===== src/rtl/hazard_scoreboard.sv =====
// hazard_scoreboard: per-register scoreboard producing stall and forwarding selects, plus mul/div busy tracking
module hazard_scoreboard #(
  parameter int NREG    = 32,
  parameter int AW      = 5,
  parameter int NRD     = 2,
  parameter int NSTG    = 3,
  parameter int TW      = 2,
  parameter int MUL_LAT = 5,
  parameter int DIV_LAT = 10,
  localparam int SW     = $clog2(NSTG + 1)
) (
  input  logic              clk,
  input  logic              reset,
  input  logic              d_valid,
  input  logic [NRD*AW-1:0] d_ra,
  input  logic [NRD*TW-1:0] d_tuse,
  input  logic              d_wr,
  input  logic [AW-1:0]     d_wa,
  input  logic [TW-1:0]     d_tnew,
  input  logic              d_md_start,
  input  logic              d_md_div,
  input  logic              d_md_use,
  output logic              stall,
  output logic [NRD*SW-1:0] fwd_sel,
  output logic              md_busy
);
  localparam int AGW  = NSTG > 1 ? $clog2(NSTG) : 1;
  localparam int MAXL = DIV_LAT > MUL_LAT ? DIV_LAT : MUL_LAT;
  localparam int MW   = $clog2(MAXL + 1);
  logic           pend [NREG];
  logic [AGW-1:0] age  [NREG];
  logic [TW-1:0]  rdy  [NREG];
  logic [MW-1:0]  md_cnt;
  logic [NRD-1:0] haz;
  logic           issue;
  for (genvar i = 0; i < NRD; i++) begin : g_port
    logic [AW-1:0] a;
    logic [TW-1:0] tu;
    logic          live;
    assign a    = d_ra[i*AW +: AW];
    assign tu   = d_tuse[i*TW +: TW];
    assign live = (a != '0) && pend[a];
    assign haz[i] = live && (tu != '1) && (rdy[a] > tu);
    assign fwd_sel[i*SW +: SW] = live ? SW'(age[a]) + SW'(1) : '0;
  end
  assign md_busy = md_cnt != '0;
  assign stall   = d_valid && (|haz || (d_md_use && md_busy));
  assign issue   = d_valid && !stall;
  // age pending producers, retire them past W, and let a newly issued writer override its entry
  always_ff @(posedge clk or negedge reset) begin
    if (!reset) begin
      for (int r = 0; r < NREG; r++) begin
        pend[r] <= 1'b0;
        age[r]  <= '0;
        rdy[r]  <= '0;
      end
      md_cnt <= '0;
    end else begin
      for (int r = 0; r < NREG; r++) begin
        if (issue && d_wr && d_wa != '0 && d_wa == AW'(r)) begin
          pend[r] <= 1'b1;
          age[r]  <= '0;
          rdy[r]  <= d_tnew;
        end else if (pend[r]) begin
          pend[r] <= age[r] != AGW'(NSTG - 1);
          age[r]  <= (age[r] == AGW'(NSTG - 1)) ? '0 : age[r] + 1'b1;
          rdy[r]  <= (rdy[r] != '0) ? rdy[r] - 1'b1 : '0;
        end
      end
      md_cnt <= (issue && d_md_start) ? (d_md_div ? MW'(DIV_LAT) : MW'(MUL_LAT))
              : (md_cnt != '0) ? md_cnt - 1'b1 : '0;
    end
  end
endmodule

===== config.mk =====
export PLATFORM = sky130hd
export DESIGN_NAME = hazard_scoreboard
export DESIGN_NICKNAME = d
export VERILOG_FILES = /design/src/rtl/hazard_scoreboard.sv
export SDC_FILE = /design/constraint.sdc
export NUM_CORES = 1
export LEC_CHECK = 0
export CAP_MARGIN = 10
export CORE_ASPECT_RATIO = 0.75
export CORE_MARGIN = 4
export CORE_UTILIZATION = 46
export DETAILED_ROUTE_END_ITERATION = 8
export PLACE_DENSITY = 0.65
export SLEW_MARGIN = 30
export SYNTH_ARGS = -nofsm -noshare
export SYNTH_HDL_FRONTEND = slang
export SYNTH_SLANG_ARGS = --single-unit

===== constraint.sdc =====
create_clock -name clk -period 9.73 [get_ports clk]
set_input_delay 1.946 -clock clk [delete_from_list [all_inputs] [get_ports clk]]
set_output_delay 1.946 -clock clk [all_outputs]
set_load 0.05 [all_outputs]

# Word level (Yosys, flattened, before mapping)
# Cells that the tools add are included.
word_totals:
  word_cells: 662
  inputBits: 28
  ff_bits: 164
classes:
  order_cmp: 4
  reduce_logical: 116
  addsub: 67
  muxes: 279
  n_bitwise: 2
  eq_ne: 97
op_table:
  columns: ["cell", "count"]
  rows:
  - ["$mux W2", 202]
  - ["$reduce_bool A2 Y1", 64]
  - ["$eq A5 B5 Y1 const B", 16]
  - ["$add A2 B1 Y2 const B", 34]
  - ["$mux W1", 68]
  - ["$ne A2 B2 Y1 const B", 34]
  - ["$eq A2 B2 Y1 const B", 32]
  - ["$sub A2 B1 Y2 const B", 32]
  - ["$logic_and A1 B1 Y1", 44]
  - ["$bmux W2 S5", 4]
  - ["$eq A5 B4 Y1 const B", 8]
  - ["$eq A5 B3 Y1 const B", 4]
  - ["$reduce_bool A5 Y1", 3]
  - ["$ge A6 B6 Y1 const B", 2]
  - ["$mux W4", 3]
  - ["$not A5 Y6", 2]
  - ["$bmux W1 S5", 2]
  - ["$eq A5 B2 Y1 const B", 2]
  - ["$eq A5 B1 Y1 const B", 1]
  - ["$logic_not A5 Y1", 1]
  - ["$gt A2 B2 Y1", 2]
  - ["$reduce_bool A4 Y1", 1]
  - ["$sub A4 B1 Y4 const B", 1]
  - ["$reduce_or A2 Y1", 1]
  - ["2 further kinds", 2]

# Depth between registers and ports, before layout
logic_depth:
  word_depth: 16
  mapped_depth: 15
  ltp_nobuf: 10

# Least setup slack after synthesis
# Ideal clock, no wire load.
synth_path:
  path_type: "in2out"
  startpoint: "input d_ra[5]"
  endpoint: "output stall"
  setup_slack_ps: 1669
  n_path_buf: 5
  t_required_ps: 7784
  arrival_time_ps: 6115
  stages: 12
  cell_sequence: "buf_2 > buf_2 > buf_1 > buf_2 > mux4_2 > mux4_2 > mux2_2 > ha_1 > a22oi_1 > a32o_1 > buf_2 > o21a_1"
synth_via:
  elab_chain_len: 10
synth_lines:
  columns: ["item", "line_no", "text"]
  rows:
  - ["start: declaration", "15", "input logic [NRD*AW-1:0] d_ra,"]
  - ["branches (longest 6 deep; another with $gt A2 B2 Y1)", null, null]
  - ["$logic_and A1 B1 Y1 *", "43", "assign haz[i] = live && (tu != '1) && (rdy[a] > tu);"]
  - ["$reduce_or A2 Y1 *", "47", "assign stall = d_valid && (|haz || (d_md_use && md_busy));"]
  - ["$logic_or A1 B1 Y1 *", "47", null]
  - ["$logic_and A1 B1 Y1 *", "47", null]
  - ["end: declaration", "23", "output logic stall,"]
# Every way passes the cells marked *. The select of a mux whose other input is x is not followed.

# Final worst setup path
# Ends and elaborated chain as after synthesis.

==> qor.txt <==
run status: completed
vias in the first global route: 7190
Mapped Cells: 902
internal power: 1.96 mW
Setup Buffers After CTS: 0
worst skew pair latency: 0.44 ns
Crit Path Category: input port to primary output
crit-path cells: buf_2 > buf_4 > mux4_2 > mux4_2 > mux2i_1 > ha_1 > a22oi_1 > a32o_4 > o21a_1 > clkdlybuf4s50_1
clock skew: 0.0110 ns
Synth async-reset ratio: 100%
RSZ-0062 raised after global routing: no
antenna cell count: 0
CTS Hold Buffers Added: 0
fin nets: 955
die height: 140 um
pre-CTS setup slack: 1.23 ns
ANT nets after route: 0
Vias per Instance: 6.28
initial antenna violation count: 0
GRT Util Overall: 23.3%
Ys Warns: 0
Worst Path Max Fanout: 33
worst slew pin tran: 0.954 ns
DRT iter0 DRCs: 890
Crit path max-delay family: buffers and inverters
Routability Congestion: 0.935
initial core utilization: 46.6%
Filler Cell Count: 2004
Power Total: 3.16 mW
Post-Syn Area: 0.0107 sq mm
chip width: 184 um
final WL: 28.9 mm
MaxCap Viol Count: 0
clock sinks: 164
Worst EP arrival: 6.51 ns
Pre-Repair DR Iteration Count: 5
GR Overflow Total: 0
root buf cell: clkbuf_16
post-layout util: 51.6%
layout cells sized above 1: 22.1%
Hold Slack: 0.569 ns
switch share: 38.0%
TritonCTS Buffers: 17
largest net degree at the start of global routing: 63
Fin Setup TNS: 0 ns
Synth area leaders: dfrtp_1 38%, mux4_2 18%, mux2i_1 7.2%, nor4_4 6.0%, mux2_4 4.1%
final-report setup violation count: 0
max-slew violations: 0
Peak VDD IR: 0.000152 V
crit path capture type: primary output
Gates resized, CTS repair: 0
num rows: 48
FMAX: 118 MHz
most frequent cell after synthesis: dfrtp_1
sequential power share: 44.3%
clock buffer depth: 2
DIE AREA: 0.0258 sq mm
CTS tree: built
Worst Path Buf+Inv: 3
leak pwr: 4.73 nW
Vias: 7752
EDFF count, synth: 0
period utilisation layout: 86.9%
final hold violations: 0
Crit path top cell by count: mux4_2
IO Count: 34
count of cell types in the netlist: 52
Main synth FF type: dfrtp_1
Mapped Nets: 934
top cells by count, synth: 164 x dfrtp_1, 87 x mux4_2, 77 x mux2i_1
share of the synthesized area in the top cell type: 38.3%
Critical Path RT: 7.78 ns
Logic pwr share: 34.4%
first-pass GRT wire length: 44.7 mm
clock transition at the registers of the reported paths: 0.06 ns
input/output buffers: 33
Seq/Total Area, Yosys: 38.3%
wire per inst: 23.4 um
hpwl dp: 21.1 mm
cell taking the most area after synthesis: dfrtp_1
Core Region: 0.0229 sq mm
P per Cell Area: 267 mW/mm^2
startpoint types: input port
Hold WC Path Type: flop to flop
DRC Markers: 0
# H-tree levels: 4
Layout area overhead: 10.6%
Relative slew margins: 36.4%
switching power: 1.20 mW
syn avg cell area: 11.9 sq um
Yosys reg bits: 164
final setup margin: 1.28 ns
slowest stage cell on the critical path: a32o_4
slowest stage delay, CP: 0.89 ns
post-layout min period: 8.45 ns
clock power share: 21.3%
[state kept, by name, summed over array words and instances, names as in the netlist]
register  flops
age          64
rdy          64
pend         32
md_cnt        4
[power by group through the flow]
stage	clock network (mW)	logic, mW	registers (mW)
floorplan	0	0.899	1.19
global placement	0	1.06	1.37
detailed placement	0	1.08	1.38
CTS	0.687	1.08	1.38
global route	0.719	1.18	1.44
finish	0.674	1.09	1.40
[worst register-to-register path, delay by kind of cell, from the launching register on]
family,cells,cell delay [ns]
compound gates,2,0.37
fa+ha+maj,1,0.30
buf+inv,1,0.74
mux,4,1.65
simple gates,2,0.47
flops,1,0.46
[area by class of cell]
type                       instances  area [sq um]  share of cell area, %
clock buffer                      22           474                   4.01
clock inverter                     9           104                  0.877
sequential                       164          4100                   34.7
timing repair buffer              44           397                   3.35
multi-input combinational        643          6180                   52.2
inverter                          53           199                   1.68
tap                              300           375                   3.17
[cells by family (layout without fill, tap and decap cells)]
| kind of cell | Yosys count | after routing | synth area share (%) |
|---|---|---|---|
| buffers and inverters | 95 | 128 | 4.02 |
| XOR/XNOR | 2 | 2 | 0.164 |
| multiplexers | 199 | 199 | 30.2 |
| flip-flops | 164 | 164 | 38.3 |
| adder cells (fa/ha/maj) | 4 | 4 | 0.468 |
| AO/OA/AOI/OAI | 165 | 165 | 9.10 |
| AND/OR/NAND/NOR | 273 | 273 | 17.7 |
[placed cells by master (no fill, tap or decap), types with 3 or more instances in the layout]
cell type	instances
clkbuf_8	3
ha_1	4
o21ai_0	48
dfrtp_1	164
nor3_1	32
mux4_2	87
a22oi_1	6
buf_4	12
o2111ai_1	3
nand3b_1	26
nand2_1	59
mux2_4	29
mux2i_1	77
inv_1	52
clkdlybuf4s50_1	28
nand3_1	21
nor2b_1	7
nor2_1	47
a21oi_1	64
nand2b_1	32
nor4_4	30
mux2_2	5
a21o_1	32
buf_2	3
and2_1	3
clkbuf_16	17
clkinv_2	4
[per-stage QoR]
stage               instance area [sq um]  std cells
floorplan                           10700        902
global placement                    11300       1204
detailed placement                  11300       1204
CTS                                 11800       1235
global route                        11800       1235
finish                              11800       1235
[final timing paths]
check,to,depth (start not counted),slack [ns],start
worst max-delay path,stall,10,1.28,d_ra[5]
worst min-delay path,md_cnt[0],2,0.57,md_cnt[0]
worst max register to register,md_cnt[3],10,5.64,rdy[9]
worst min register to register,md_cnt[0],2,0.57,md_cnt[0]
max in group asynchronous,pend[17],3,6.40,reset
min in group asynchronous,age[47],1,1.44,reset
[layer usage]
layer	share of wire, %	vias to the layer above	track usage (%)	wire length (um)
li1	-	3428	-	-
met3	9.7	63	7.14	2810
met4	2.4	0	7.27	698
met1	48	3924	37.5	14000
met5	0	-	0	0
met2	40	337	29.4	11400
Power figures use the tool's default switching activity.
